<file path="src/rtl/pcie_msi_tlp_gen_if.sv">
// MSI request/acknowledge handshake plus the Avalon-ST TX source port of the MSI TLP generator.
// The slave view belongs to the generator; the master view belongs to the requester and TX arbiter side.
interface pcie_msi_tlp_gen_if;
  logic        app_msi_req;
  logic [4:0]  app_msi_num;
  logic [2:0]  app_msi_tc;
  logic        app_msi_ack;

  logic        tx_valid;
  logic        tx_ready;
  logic        tx_sop;
  logic        tx_eop;
  logic        tx_empty;
  logic [63:0] tx_data;

  modport slave (
    input  app_msi_req, app_msi_num, app_msi_tc, tx_ready,
    output app_msi_ack, tx_valid, tx_sop, tx_eop, tx_empty, tx_data
  );

  modport master (
    output app_msi_req, app_msi_num, app_msi_tc, tx_ready,
    input  app_msi_ack, tx_valid, tx_sop, tx_eop, tx_empty, tx_data
  );
endinterface

</file>
<file path="src/rtl/pcie_msi_tlp_gen.sv">
// Completer of the app_msi_req/app_msi_ack handshake. It turns one MSI request into a 3DW or 4DW
// Memory Write TLP on a 64-bit Avalon-ST source, then acknowledges the requester.
module pcie_msi_tlp_gen #(
  parameter int CNT_W = 16
) (
  input  logic                 clk,
  input  logic                 reset,
  pcie_msi_tlp_gen_if.slave    bus,
  input  logic                 cfg_msi_en,
  input  logic [2:0]           cfg_msi_mme,
  input  logic [63:0]          cfg_msi_addr,
  input  logic [15:0]          cfg_msi_data,
  input  logic [15:0]          cfg_req_id,
  output logic [CNT_W-1:0]     msi_sent,
  output logic [CNT_W-1:0]     msi_dropped
);

  typedef enum logic [2:0] {
    S_IDLE,
    S_BEAT0,
    S_BEAT1,
    S_BEAT2,
    S_ACK,
    S_HOLD
  } state_e;

  state_e             state_q;
  logic               is4_q;
  logic [63:0]        beat1_q;
  logic [63:0]        beat2_q;
  logic               tx_valid_q;
  logic               tx_sop_q;
  logic               tx_eop_q;
  logic               tx_empty_q;
  logic [63:0]        tx_data_q;
  logic               ack_q;
  logic [CNT_W-1:0]   sent_q;
  logic [CNT_W-1:0]   dropped_q;
  logic [CNT_W-1:0]   sent_d;
  logic [CNT_W-1:0]   dropped_d;

  // TLP fields built straight from the live inputs; they are captured only on the sampling edge.
  logic               is4_c;
  logic [2:0]         m_c;
  logic [4:0]         mask_c;
  logic [15:0]        data_c;
  logic [31:0]        pl_c;
  logic [31:0]        dw0_c;
  logic [31:0]        dw1_c;
  logic [31:0]        addr_lo_c;
  logic [63:0]        beat0_c;
  logic [63:0]        beat1_c;
  logic [63:0]        beat2_c;
  logic               unused_addr_bits;

  assign unused_addr_bits = ^cfg_msi_addr[1:0];

  always_comb begin
    is4_c     = |cfg_msi_addr[63:32];
    m_c       = (cfg_msi_mme > 3'd5) ? 3'd5 : cfg_msi_mme;
    mask_c    = 5'((6'd1 << m_c) - 6'd1);
    data_c    = {cfg_msi_data[15:5],
                 (cfg_msi_data[4:0] & ~mask_c) | (bus.app_msi_num & mask_c)};
    pl_c      = {16'h0000, data_c};
    // Fmt 010/011, Type 0, TC, TD/EP/Attr/AT all zero, Length 1.
    dw0_c     = {2'b01, is4_c, 5'b00000, 1'b0, bus.app_msi_tc, 4'b0000,
                 1'b0, 1'b0, 2'b00, 2'b00, 10'd1};
    dw1_c     = {cfg_req_id, 8'h00, 4'h0, 4'hF};
    addr_lo_c = {cfg_msi_addr[31:2], 2'b00};
    beat0_c   = {dw1_c, dw0_c};
    beat1_c   = is4_c ? {addr_lo_c, cfg_msi_addr[63:32]} : {pl_c, addr_lo_c};
    beat2_c   = {32'h0000_0000, pl_c};
  end

  always_comb begin
    sent_d    = (&sent_q)    ? sent_q    : sent_q + CNT_W'(1);
    dropped_d = (&dropped_q) ? dropped_q : dropped_q + CNT_W'(1);
  end

  // NOTE: asynchronous reset drops tx_valid the instant reset rises, aborting any packet in flight.
  always_ff @(posedge clk or posedge reset) begin
    if (reset) begin
      state_q    <= S_IDLE;
      is4_q      <= 1'b0;
      beat1_q    <= '0;
      beat2_q    <= '0;
      tx_valid_q <= 1'b0;
      tx_sop_q   <= 1'b0;
      tx_eop_q   <= 1'b0;
      tx_empty_q <= 1'b0;
      tx_data_q  <= '0;
      ack_q      <= 1'b0;
      sent_q     <= '0;
      dropped_q  <= '0;
    end else begin
      // NOTE: non-blocking assignments only, so every register sees pre-edge values of the others.
      ack_q <= 1'b0;
      case (state_q)
        S_IDLE: begin
          if (bus.app_msi_req) begin
            if (cfg_msi_en) begin
              is4_q      <= is4_c;
              beat1_q    <= beat1_c;
              beat2_q    <= beat2_c;
              tx_valid_q <= 1'b1;
              tx_sop_q   <= 1'b1;
              tx_eop_q   <= 1'b0;
              tx_empty_q <= 1'b0;
              tx_data_q  <= beat0_c;
              state_q    <= S_BEAT0;
            end else begin
              dropped_q  <= dropped_d;
              ack_q      <= 1'b1;
              state_q    <= S_ACK;
            end
          end
        end

        S_BEAT0: begin
          if (bus.tx_ready) begin
            tx_sop_q   <= 1'b0;
            tx_eop_q   <= ~is4_q;
            tx_empty_q <= 1'b0;
            tx_data_q  <= beat1_q;
            state_q    <= S_BEAT1;
          end
        end

        S_BEAT1, S_BEAT2: begin
          if (bus.tx_ready) begin
            if (tx_eop_q) begin
              tx_valid_q <= 1'b0;
              tx_eop_q   <= 1'b0;
              tx_empty_q <= 1'b0;
              tx_data_q  <= '0;
              sent_q     <= sent_d;
              ack_q      <= 1'b1;
              state_q    <= S_ACK;
            end else begin
              tx_eop_q   <= 1'b1;
              tx_empty_q <= 1'b1;
              tx_data_q  <= beat2_q;
              state_q    <= S_BEAT2;
            end
          end
        end

        S_ACK:   state_q <= S_HOLD;
        // Requester gets one cycle to drop or retarget req before it is sampled again.
        S_HOLD:  state_q <= S_IDLE;
        default: state_q <= S_IDLE;
      endcase
    end
  end

  assign bus.app_msi_ack = ack_q;
  assign bus.tx_valid    = tx_valid_q;
  assign bus.tx_sop      = tx_sop_q;
  assign bus.tx_eop      = tx_eop_q;
  assign bus.tx_empty    = tx_empty_q;
  assign bus.tx_data     = tx_data_q;
  assign msi_sent        = sent_q;
  assign msi_dropped     = dropped_q;

endmodule

</file>
<file path="src/flat_wrapper.sv">
// flat-port wrapper written by rule: the top's interface ports become plain ports
module pcie_msi_tlp_gen_flat 
#(
  parameter int CNT_W = 16
)
  (clk, reset, cfg_msi_en, cfg_msi_mme, cfg_msi_addr, cfg_msi_data, cfg_req_id, msi_sent, msi_dropped, bus_app_msi_req, bus_app_msi_num, bus_app_msi_tc, bus_tx_ready, bus_app_msi_ack, bus_tx_valid, bus_tx_sop, bus_tx_eop, bus_tx_empty, bus_tx_data);
  pcie_msi_tlp_gen_if bus_i ();
  input  logic clk;
  input  logic reset;
  input  logic cfg_msi_en;
  input  logic [2:0] cfg_msi_mme;
  input  logic [63:0] cfg_msi_addr;
  input  logic [15:0] cfg_msi_data;
  input  logic [15:0] cfg_req_id;
  output logic [CNT_W-1:0] msi_sent;
  output logic [CNT_W-1:0] msi_dropped;
  input wire logic [$bits(bus_i.app_msi_req)-1:0] bus_app_msi_req;
  input wire logic [$bits(bus_i.app_msi_num)-1:0] bus_app_msi_num;
  input wire logic [$bits(bus_i.app_msi_tc)-1:0] bus_app_msi_tc;
  input wire logic [$bits(bus_i.tx_ready)-1:0] bus_tx_ready;
  output wire logic [$bits(bus_i.app_msi_ack)-1:0] bus_app_msi_ack;
  output wire logic [$bits(bus_i.tx_valid)-1:0] bus_tx_valid;
  output wire logic [$bits(bus_i.tx_sop)-1:0] bus_tx_sop;
  output wire logic [$bits(bus_i.tx_eop)-1:0] bus_tx_eop;
  output wire logic [$bits(bus_i.tx_empty)-1:0] bus_tx_empty;
  output wire logic [$bits(bus_i.tx_data)-1:0] bus_tx_data;
  assign bus_i.app_msi_req = bus_app_msi_req;
  assign bus_i.app_msi_num = bus_app_msi_num;
  assign bus_i.app_msi_tc = bus_app_msi_tc;
  assign bus_i.tx_ready = bus_tx_ready;
  assign bus_app_msi_ack = bus_i.app_msi_ack;
  assign bus_tx_valid = bus_i.tx_valid;
  assign bus_tx_sop = bus_i.tx_sop;
  assign bus_tx_eop = bus_i.tx_eop;
  assign bus_tx_empty = bus_i.tx_empty;
  assign bus_tx_data = bus_i.tx_data;
  pcie_msi_tlp_gen #(.CNT_W(CNT_W)) u_core (.clk(clk), .reset(reset), .bus(bus_i), .cfg_msi_en(cfg_msi_en), .cfg_msi_mme(cfg_msi_mme), .cfg_msi_addr(cfg_msi_addr), .cfg_msi_data(cfg_msi_data), .cfg_req_id(cfg_req_id), .msi_sent(msi_sent), .msi_dropped(msi_dropped));
endmodule
</file>
<file path="config.mk">
export PLATFORM = sky130hd
export DESIGN_NAME = pcie_msi_tlp_gen_flat
export DESIGN_NICKNAME = d
export VERILOG_FILES = /design/src/rtl/pcie_msi_tlp_gen_if.sv /design/src/rtl/pcie_msi_tlp_gen.sv /design/src/flat_wrapper.sv
export SDC_FILE = /design/constraint.sdc
export NUM_CORES = 1
export LEC_CHECK = 0
export CORE_MARGIN = 1
export CORE_UTILIZATION = 50
export CTS_CLUSTER_DIAMETER = 150
export DETAILED_ROUTE_END_ITERATION = 6
export GPL_TIMING_DRIVEN = 0
export PLACE_DENSITY_LB_ADDON = 0.3
export RECOVER_POWER = 25
export SLEW_MARGIN = 20
export SYNTH_ARGS = -nofsm -noshare
export SYNTH_HDL_FRONTEND = slang
export SYNTH_SLANG_ARGS = --single-unit
</file>
<file path="constraint.sdc">
create_clock -name clk -period 13.3 [get_ports clk]
set_clock_uncertainty 0.2 [all_clocks]
set_input_delay 3.99 -clock clk [delete_from_list [all_inputs] [get_ports clk]]
set_output_delay 3.99 -clock clk [all_outputs]
set_load 0.005 [all_outputs]
</file>
-- Yosys cells after proc, flatten, opt, wreduce, memory -nomap -nowiden
Index checks and enable logic that the tools add are counted.
- equal/unequal tests: 9
- bitwise logic cells: 8
- add/sub/neg operators: 3
- $lt $le $gt $ge: 1
- shift-type cells: 1
- reductions and logical operators: 15
- muxes and demuxes: 33
- operator list (kind ; count):
    $mux 64 ; 5
    $pmux 64 s3 ; 1
    $add 16x1->16 const B ; 2
    $reduce_and 16->1 ; 2
    $reduce_or 32->1 ; 1
    $mux 3 ; 6
    $mux 16 ; 1
    $mux 1 ; 14
    $pmux 3 s4 ; 1
    $reduce_and 4->1 ; 3
    $and 5x5->5 ; 2
    $reduce_and 5->1 ; 2
    $ne 2x2->1 const B ; 4
    $eq 3x2->1 const B ; 2
    $pmux 1 s2 ; 3
    $pmux 1 s3 ; 2
    $reduce_and 3->1 ; 2
    $not 5->5 ; 1
    $or 5x5->5 ; 1
    $shl 1x3->5 const A ; 1
    $sub 5x1->5 const B ; 1
    $not 1->1 ; 4
    $reduce_bool 2->1 ; 2
    $eq 3x1->1 const B ; 1
    other kinds (6) ; 6
- word-level logic and storage cells: 82
- register bits after elaboration: 185
- bits of input ports: 112
- output and inout port bits: 101

-- Longest topological paths before layout
Gate-level depths: netlist (run 1).
- word-level depth: 8
- depth in mapped cells: 8
- mapped depth without buffers: 7

-- Least setup slack after synthesis (run 1)
Ideal clock, no wire load.
- path kind: input-to-reg
- from: in cfg_msi_mme[2]
- to: reg u_core.beat1_q[34]
- cell stages on the path: 6
- library setup time: 0.087 ns
- slack: 7.860 ns
- path buffers: 0
- data arrival time: 5.154 ns
- data required time: 13.013 ns
- cells stage by stage: or3_1 ha_1 nand2b_1 a21boi_0 o2111ai_1 o211ai_1
- longest elaborated chain between the ends: 8
- elaborated cells between the ends (all ways): 9
- those cells by class: add/sub: 1; order compare: 1; shift: 1; mux: 2; bitwise: 4
- RTL lines (element ; RTL line ; text):
    from (decl) ; flat_wrapper.sv:11 ; input logic [2:0] cfg_msi_mme;
    $gt 3x3->1 ; pcie_msi_tlp_gen.sv:60 ; m_c = (cfg_msi_mme > 3'd5) ? 3'd5 : cfg_msi_mme;
    $mux 3 * ; pcie_msi_tlp_gen.sv:60 ;
    $shl 1x3->5 * ; pcie_msi_tlp_gen.sv:61 ; mask_c = 5'((6'd1 << m_c) - 6'd1);
    $sub 5x1->5 * ; pcie_msi_tlp_gen.sv:61 ;
    $not 5->5 ; pcie_msi_tlp_gen.sv:63 ; (cfg_msi_data[4:0] & ~mask_c) | (bus.app_msi_num & mask_c)};
    $and 5x5->5 ; pcie_msi_tlp_gen.sv:63 ;
    $or 5x5->5 * ; pcie_msi_tlp_gen.sv:63 ;
    $mux 64 * ; pcie_msi_tlp_gen.sv:71 ; beat1_c = is4_c ? {addr_lo_c, cfg_msi_addr[63:32]} : {pl_c, addr_lo_c};
    to (signal assigned) ; pcie_msi_tlp_gen.sv:103 ; beat1_q <= beat1_c;
    to (decl) ; pcie_msi_tlp_gen.sv:29 ; logic [63:0] beat1_q;
Mark *: on every way between the ends. The rest lies on a longest branch, timed or not.
A chain may end at the register's enable or synchronous reset.

==> qor.txt, run 1 <==
Pins Over Slew Limit: 87
diodes inserted: 0
Mapped Area: 8270 um2
Area Overhead vs Synth: 35.8%
number of setup violations in the final report: 0
Initial DRT Pass Iterations: 5
fin crit share: 53.2%
initial detailed-routing violation count: 729
Post-CTS Setup Inserts: 0
maximum vdd drop: 0.118 mV
Critical Path End Type: asynchronous set/reset pin
Post-Layout Cell Count: 1,327
fillers: 1,261
crit-path max FO: 87
startpoint type of the worst setup path: input port
dpl cells: 1,295
Crit-path slowest cell: clkinvlp_2
commonest non-fill, non-tap cell in the layout: clkdlybuf4s50_1
Clk pwr share: 22.1%
worst r2r src: u_core.state_q[0]
Via density: 5.81
Final #Nets: 1,213
setup TNS: 0 ns
DRC Markers: 0
crit path DAT: 6.76 ns
Largest delay share family, worst path: buffers and inverters
Worst-Margin Slew: 3.84 ns
RSZ-0062 raised after global routing: false
Die ar.: 17,100 um2
failing checks: capacitance limit, slew limit
Hold Vio Cnt, Final: 0
layout cells sized above 1: 6.84%
Vias: 7,705
HP Class: flop to flop
Ys Warns: 0
largest net degree at the start of global routing: 100
HPWL after detailed placement: 18,000 um
CP Data Required Time: 12.99 ns
Die H: 131 um
Lkg Pwr: 5.02 nW
Post-synth top flop: dfrtp_1
Worst Hold Launch: u_core.bus.tx_data[46]
Num CTS Buffers: 17
Cell Rows: 46
Syn Nets: 984
clk buf depth: 2
Post-CTS Resized: 0
Tot GR Track Use: 29.7%
Seq pwr share: 40.8%
vias in the first global route: 7,312
Slew HR: -157%
Netlist cell types: 50
FF+latch count, synth: 185
Internal: 1.45 mW
Syn Area/Cell: 9.52 um2
min Tclk post-route: 7.08 ns
Post-CTS Hold Buffers: 0
max cap viols: 1
status: finished with violations
CTS clk-pin slew, worst paths: 0.07 ns
design area: 11,200 um2
Setup crit start: reset
Placed Area: 10,700 um2
first-pass GRT wire length: 38,000 um
Setup CP Type: input port to asynchronous set/reset pin
initial antenna violation count: 0
total grt overflow: 0
Clock Latency Late Sink: 0.43 ns
WL/cell: 18.5 um
initial core utilization: 51.7%
clock root buffer: clkbuf_16
Placer Congestion: 0.901
Post-DRT Antenna Nets: 0
switching pwr: 0.821 mW
CTS tree: built
Post-synth EDFFs: 0
Syn Inst Count: 869
die span in x: 131 um
final wirelength: 24,500 um
CORE AREA: 16,000 um2
PwrDens: 203 nW/um2
# port buffers: 209
worst-path cell chain: dlygate4sd3_1 > clkinvlp_2
I/O pins: 213
Seq/Total Area, Yosys: 56.0%
H-tree levels: 4
Hold WS: 0.272 ns
Clock Sinks: 185
fmax: 141 MHz
Async S/R FF share, synth: 100%
CP peak stage delay: 2.15 ns
Net Sw Frac: 36.1%
Comb power frac: 37.0%
Power, Total: 2.27 mW
most frequent cells in the layout: clkdlybuf4s50_1 (207), dfrtp_1 (185), nand2_1 (182)
Bufs and invs on worst path: 2
cells in the mapped netlist, types with 2 or more instances:
cell type	count	share of area, %
nor3_1	10	0.60
buf_6	3	0.41
nor2_1	98	4.4
buf_2	29	1.8
nand2_1	182	8.3
and3_1	3	0.23
buf_1	7	0.32
a21o_1	3	0.27
o311ai_1	2	0.21
nand3_1	46	2.8
nand3b_1	2	0.18
xnor2_1	2	0.21
a22o_1	3	0.32
nor3_2	3	0.36
xor2_1	25	2.6
nor4_1	15	1.1
dfrtp_1	185	56
nor3b_1	3	0.27
mux2i_1	5	0.60
nand4_2	2	0.30
nand4_1	9	0.68
nor4_4	2	0.51
a21oi_1	13	0.79
inv_1	3	0.14
clkbuf_1	23	1.0
or3_1	2	0.15
nor2b_1	3	0.23
nand2b_1	2	0.15
ha_1	3	0.45
a31oi_1	42	3.2
and4_1	6	0.64
nor4b_1	2	0.21
o2111ai_1	2	0.21
o31ai_1	2	0.18
o211ai_1	3	0.27
o21ai_0	76	4.6
a221oi_1	35	3.7
registers in the layout (all words and copies together) (netlist names):
name and flops:
u_core.bus.tx_empty 1, u_core.beat1_q 64, u_core.bus.app_msi_ack 1, u_core.is4_q 1, u_core.beat2_q 16, u_core.state_q 3
u_core.bus.tx_sop 1, u_core.bus.tx_valid 1, u_core.bus.tx_data 64, u_core.msi_sent 16, u_core.bus.tx_eop 1, u_core.msi_dropped 16
layout make-up:
class	count	area, um2	share of cell area [%]
inverter	3	12.5	0.111
sequential	185	4630	41.2
clock inverter	13	136	1.21
timing repair buffer	210	2120	18.9
multi-input combinational	619	3330	29.6
clock buffer	19	443	3.94
tap	216	270	2.41
buffer	62	290	2.58
power by group through the flow:
stage | clock network, mW | registers (mW) | logic (mW)
6_report | 0.504 | 0.929 | 0.843
2_1_floorplan | 0 | 0.911 | 0.429
3_5_place_dp | 0 | 0.933 | 0.835
5_1_grt | 0.528 | 0.953 | 0.932
4_1_cts | 0.507 | 0.926 | 0.843
3_3_place_gp | 0 | 0.925 | 0.811
metal layers:
metal | global-route usage [%] | up-vias | share of wire, %
li1 | - | 3534 | -
met1 | 39.8 | 3710 | 40
met4 | 13.2 | 0 | 3.6
met2 | 47.0 | 395 | 48
met5 | 0 | - | 0
met3 | 5.94 | 66 | 8.1
stage by stage:
stage	utilization [%]	setup WS (ns)
6_report	70.2	6.22
5_1_grt	70.2	5.60
4_1_cts	70.3	7.39
3_5_place_dp	66.7	6.95
3_3_place_gp	66.5	1.76
2_1_floorplan	-	4.08
cells by family after synthesis:
kind of cell    after synthesis  synth area share [%]
mux                           7                 0.923
compound gates              183                  13.9
fa+ha+maj                     3                 0.454
xor+xnor                     27                  2.86
flops                       185                  56.0
buf+inv                      65                  3.66
simple gates                399                  22.2
path summary, 6_finish.rpt:
kind | end | slack, ns | cells after the start
worst max-delay path | u_core.bus.tx_data[59] | 6.22 | 2
worst min-delay path | u_core.bus.tx_data[46] | 0.27 | 2
worst max register to register | u_core.bus.tx_data[12] | 11.01 | 7
worst min register to register | u_core.bus.tx_data[46] | 0.27 | 2
max in group clk | u_core.beat1_q[38] | 7.30 | 6
min in group asynchronous | u_core.msi_dropped[2] | 4.96 | 2
(Power assumes the default switching activity.)
==> inputs of run 2 (changes only) <==
- CORE_UTILIZATION: 50 -> 49
- clock period: 13.3 -> 7.4 ns (I/O delays scaled with it)
==> run 2 against run 1 <==
  * The run still ends with capacitance limit, slew limit left
  * Setup slack worse by 3.7 ns
  * Largest cell class unchanged
  * Wire length is 1.1% lower
  * First-iteration DRC count is 8.5% higher
  * Clock power is 67% higher
  * Highest routed layer unchanged
  * Sequential share of layout area hardly changed
  * Critical path type unchanged
  * Final cell count is 0.53% higher
  * Via count is 1.3% lower
  * Flip-flop and latch count stayed put
==> qor.txt, run 2 (synthesized netlist as in run 1, its figures left out) <==
status: finished with violations
failing checks: capacitance limit, slew limit
fillers: 1,330
Area Overhead vs Synth: 35.7%
max cap viols: 3
CTS tree: built
Slew HR: -22.2%
final wirelength: 24,300 um
vias in the first global route: 7,349
Worst-Margin Slew: 1.83 ns
Cell Rows: 47
CP Data Required Time: 7.39 ns
Placer Congestion: 0.890
die span in x: 132 um
Levels on crit path: 3
clock root buffer: clkbuf_16
Num CTS Buffers: 17
min Tclk post-route: 4.88 ns
total grt overflow: 0
CTS clk-pin slew, worst paths: 0.07 ns
initial core utilization: 50.1%
startpoint type of the worst setup path: input port
Hold Path Cell Cnt: 2
Crit-path slowest cell: clkbuf_1
Initial DRT Pass Iterations: 5
design area: 11,200 um2
Power, Total: 4.02 mW
Die H: 132 um
Hold Vio Cnt, Final: 0
initial antenna violation count: 0
Largest delay share family, worst path: buffers and inverters
I/O pins: 213
WL/cell: 18.2 um
DRC Markers: 0
fin crit share: 65.9%
Seq pwr share: 41.6%
fmax: 205 MHz
Die ar.: 17,400 um2
H-tree levels: 4
setup TNS: 0 ns
largest net degree at the start of global routing: 35
maximum vdd drop: 0.222 mV
first-pass GRT wire length: 39,000 um
commonest non-fill, non-tap cell in the layout: clkdlybuf4s50_1
Tot GR Track Use: 29.1%
crit path DAT: 4.86 ns
Final #Nets: 1,217
Post-CTS Resized: 0
RSZ-0062 raised after global routing: false
number of setup violations in the final report: 0
Post-DRT Antenna Nets: 0
Pins Over Slew Limit: 95
Comb power frac: 37.5%
Via density: 5.70
CORE AREA: 16,500 um2
Post-CTS Setup Inserts: 0
HPWL after detailed placement: 18,000 um
Lkg Pwr: 5.01 nW
worst-path cell chain: dlygate4sd3_1 > clkinvlp_2 > clkbuf_1
Vias: 7,606
Placed Area: 10,700 um2
Util after Layout: 67.9%
Clock Sinks: 185
final worst slack: 2.52 ns
PwrDens: 358 nW/um2
multi-input logic area: 3340 um2
Worst R2R Path Depth: 6
layout cells sized above 1: 7.00%
Bufs and invs on worst path: 3
Critical Path End Type: asynchronous set/reset pin
Setup CP Type: input port to asynchronous set/reset pin
Post-Place Setup Slack: 2.83 ns
CP peak stage delay: 1.38 ns
HP Class: flop to flop
switching pwr: 1.45 mW
clk buf depth: 2
# port buffers: 209
Net Sw Frac: 36.1%
crit-path max FO: 31
most frequent cells in the layout: clkdlybuf4s50_1 (207), dfrtp_1 (185), nand2_1 (182)
initial detailed-routing violation count: 791
diodes inserted: 0
Post-CTS Hold Buffers: 0
Internal: 2.57 mW
Clock Latency Late Sink: 0.43 ns
FF+latch area: 4630 um2
Clk pwr share: 20.9%
## run 2: worst paths after layout
kind                                   startpoint                endpoint  slack (ns)
max                                         reset   u_core.bus.tx_data[5]        2.52
min                        u_core.bus.tx_data[46]  u_core.bus.tx_data[46]        0.27
max reg2reg                     u_core.state_q[2]  u_core.bus.tx_data[11]        5.08
min reg2reg                u_core.bus.tx_data[46]  u_core.bus.tx_data[46]        0.27
min in group asynchronous                   reset  u_core.msi_dropped[10]        2.28
max in group clk                 cfg_msi_addr[32]      u_core.beat1_q[62]        3.16
## run 2: power by group through the flow
stage | logic, mW | clock network [mW] | registers (mW)
after floorplan | 0.772 | 0 | 1.64
after detailed placement | 1.50 | 0 | 1.68
after global routing | 1.67 | 0.888 | 1.72
after CTS | 1.51 | 0.851 | 1.66
after global placement | 1.46 | 0 | 1.67
final | 1.51 | 0.842 | 1.67
## run 2: worst register-to-register path: cells and delay by family (launching register included)
kind                   cells  cell delay, ns
buffers and inverters      2            0.69
AOI/OAI and AO/OA          1            0.20
and+or+nand+nor            3            0.70
DFF                        1            0.47
## run 2: layer usage
metal  share of wire (%)  vias up  GRT usage [%]  routed length, um
met2                  48      372           47.0              11600
met1                  42     3657           39.1              10100
li1                    -     3526              -                  -
met5                   0        -              0                  0
met4                 3.0        0           12.3                734
met3                 7.5       51           4.58               1820
## run 2: cell type report
cell class                      count  area share [%]
Clock buffer                       18            3.91
Timing Repair Buffer              214            19.1
Inverter                            3           0.111
Clock inverter                     13           0.858
Multi-Input combinational cell    619            29.8
Tap cell                          220            2.45
Buffer                             62            2.59
Sequential cell                   185            41.2
## run 2: metrics by stage
step / cells / hold WS (ns)
final: 1334 / 0.266
after global routing: 1334 / 0.292
after global placement: 1298 / 0.250
after CTS: 1334 / 0.270
after floorplan: 869 / 0.246
after detailed placement: 1303 / 0.259
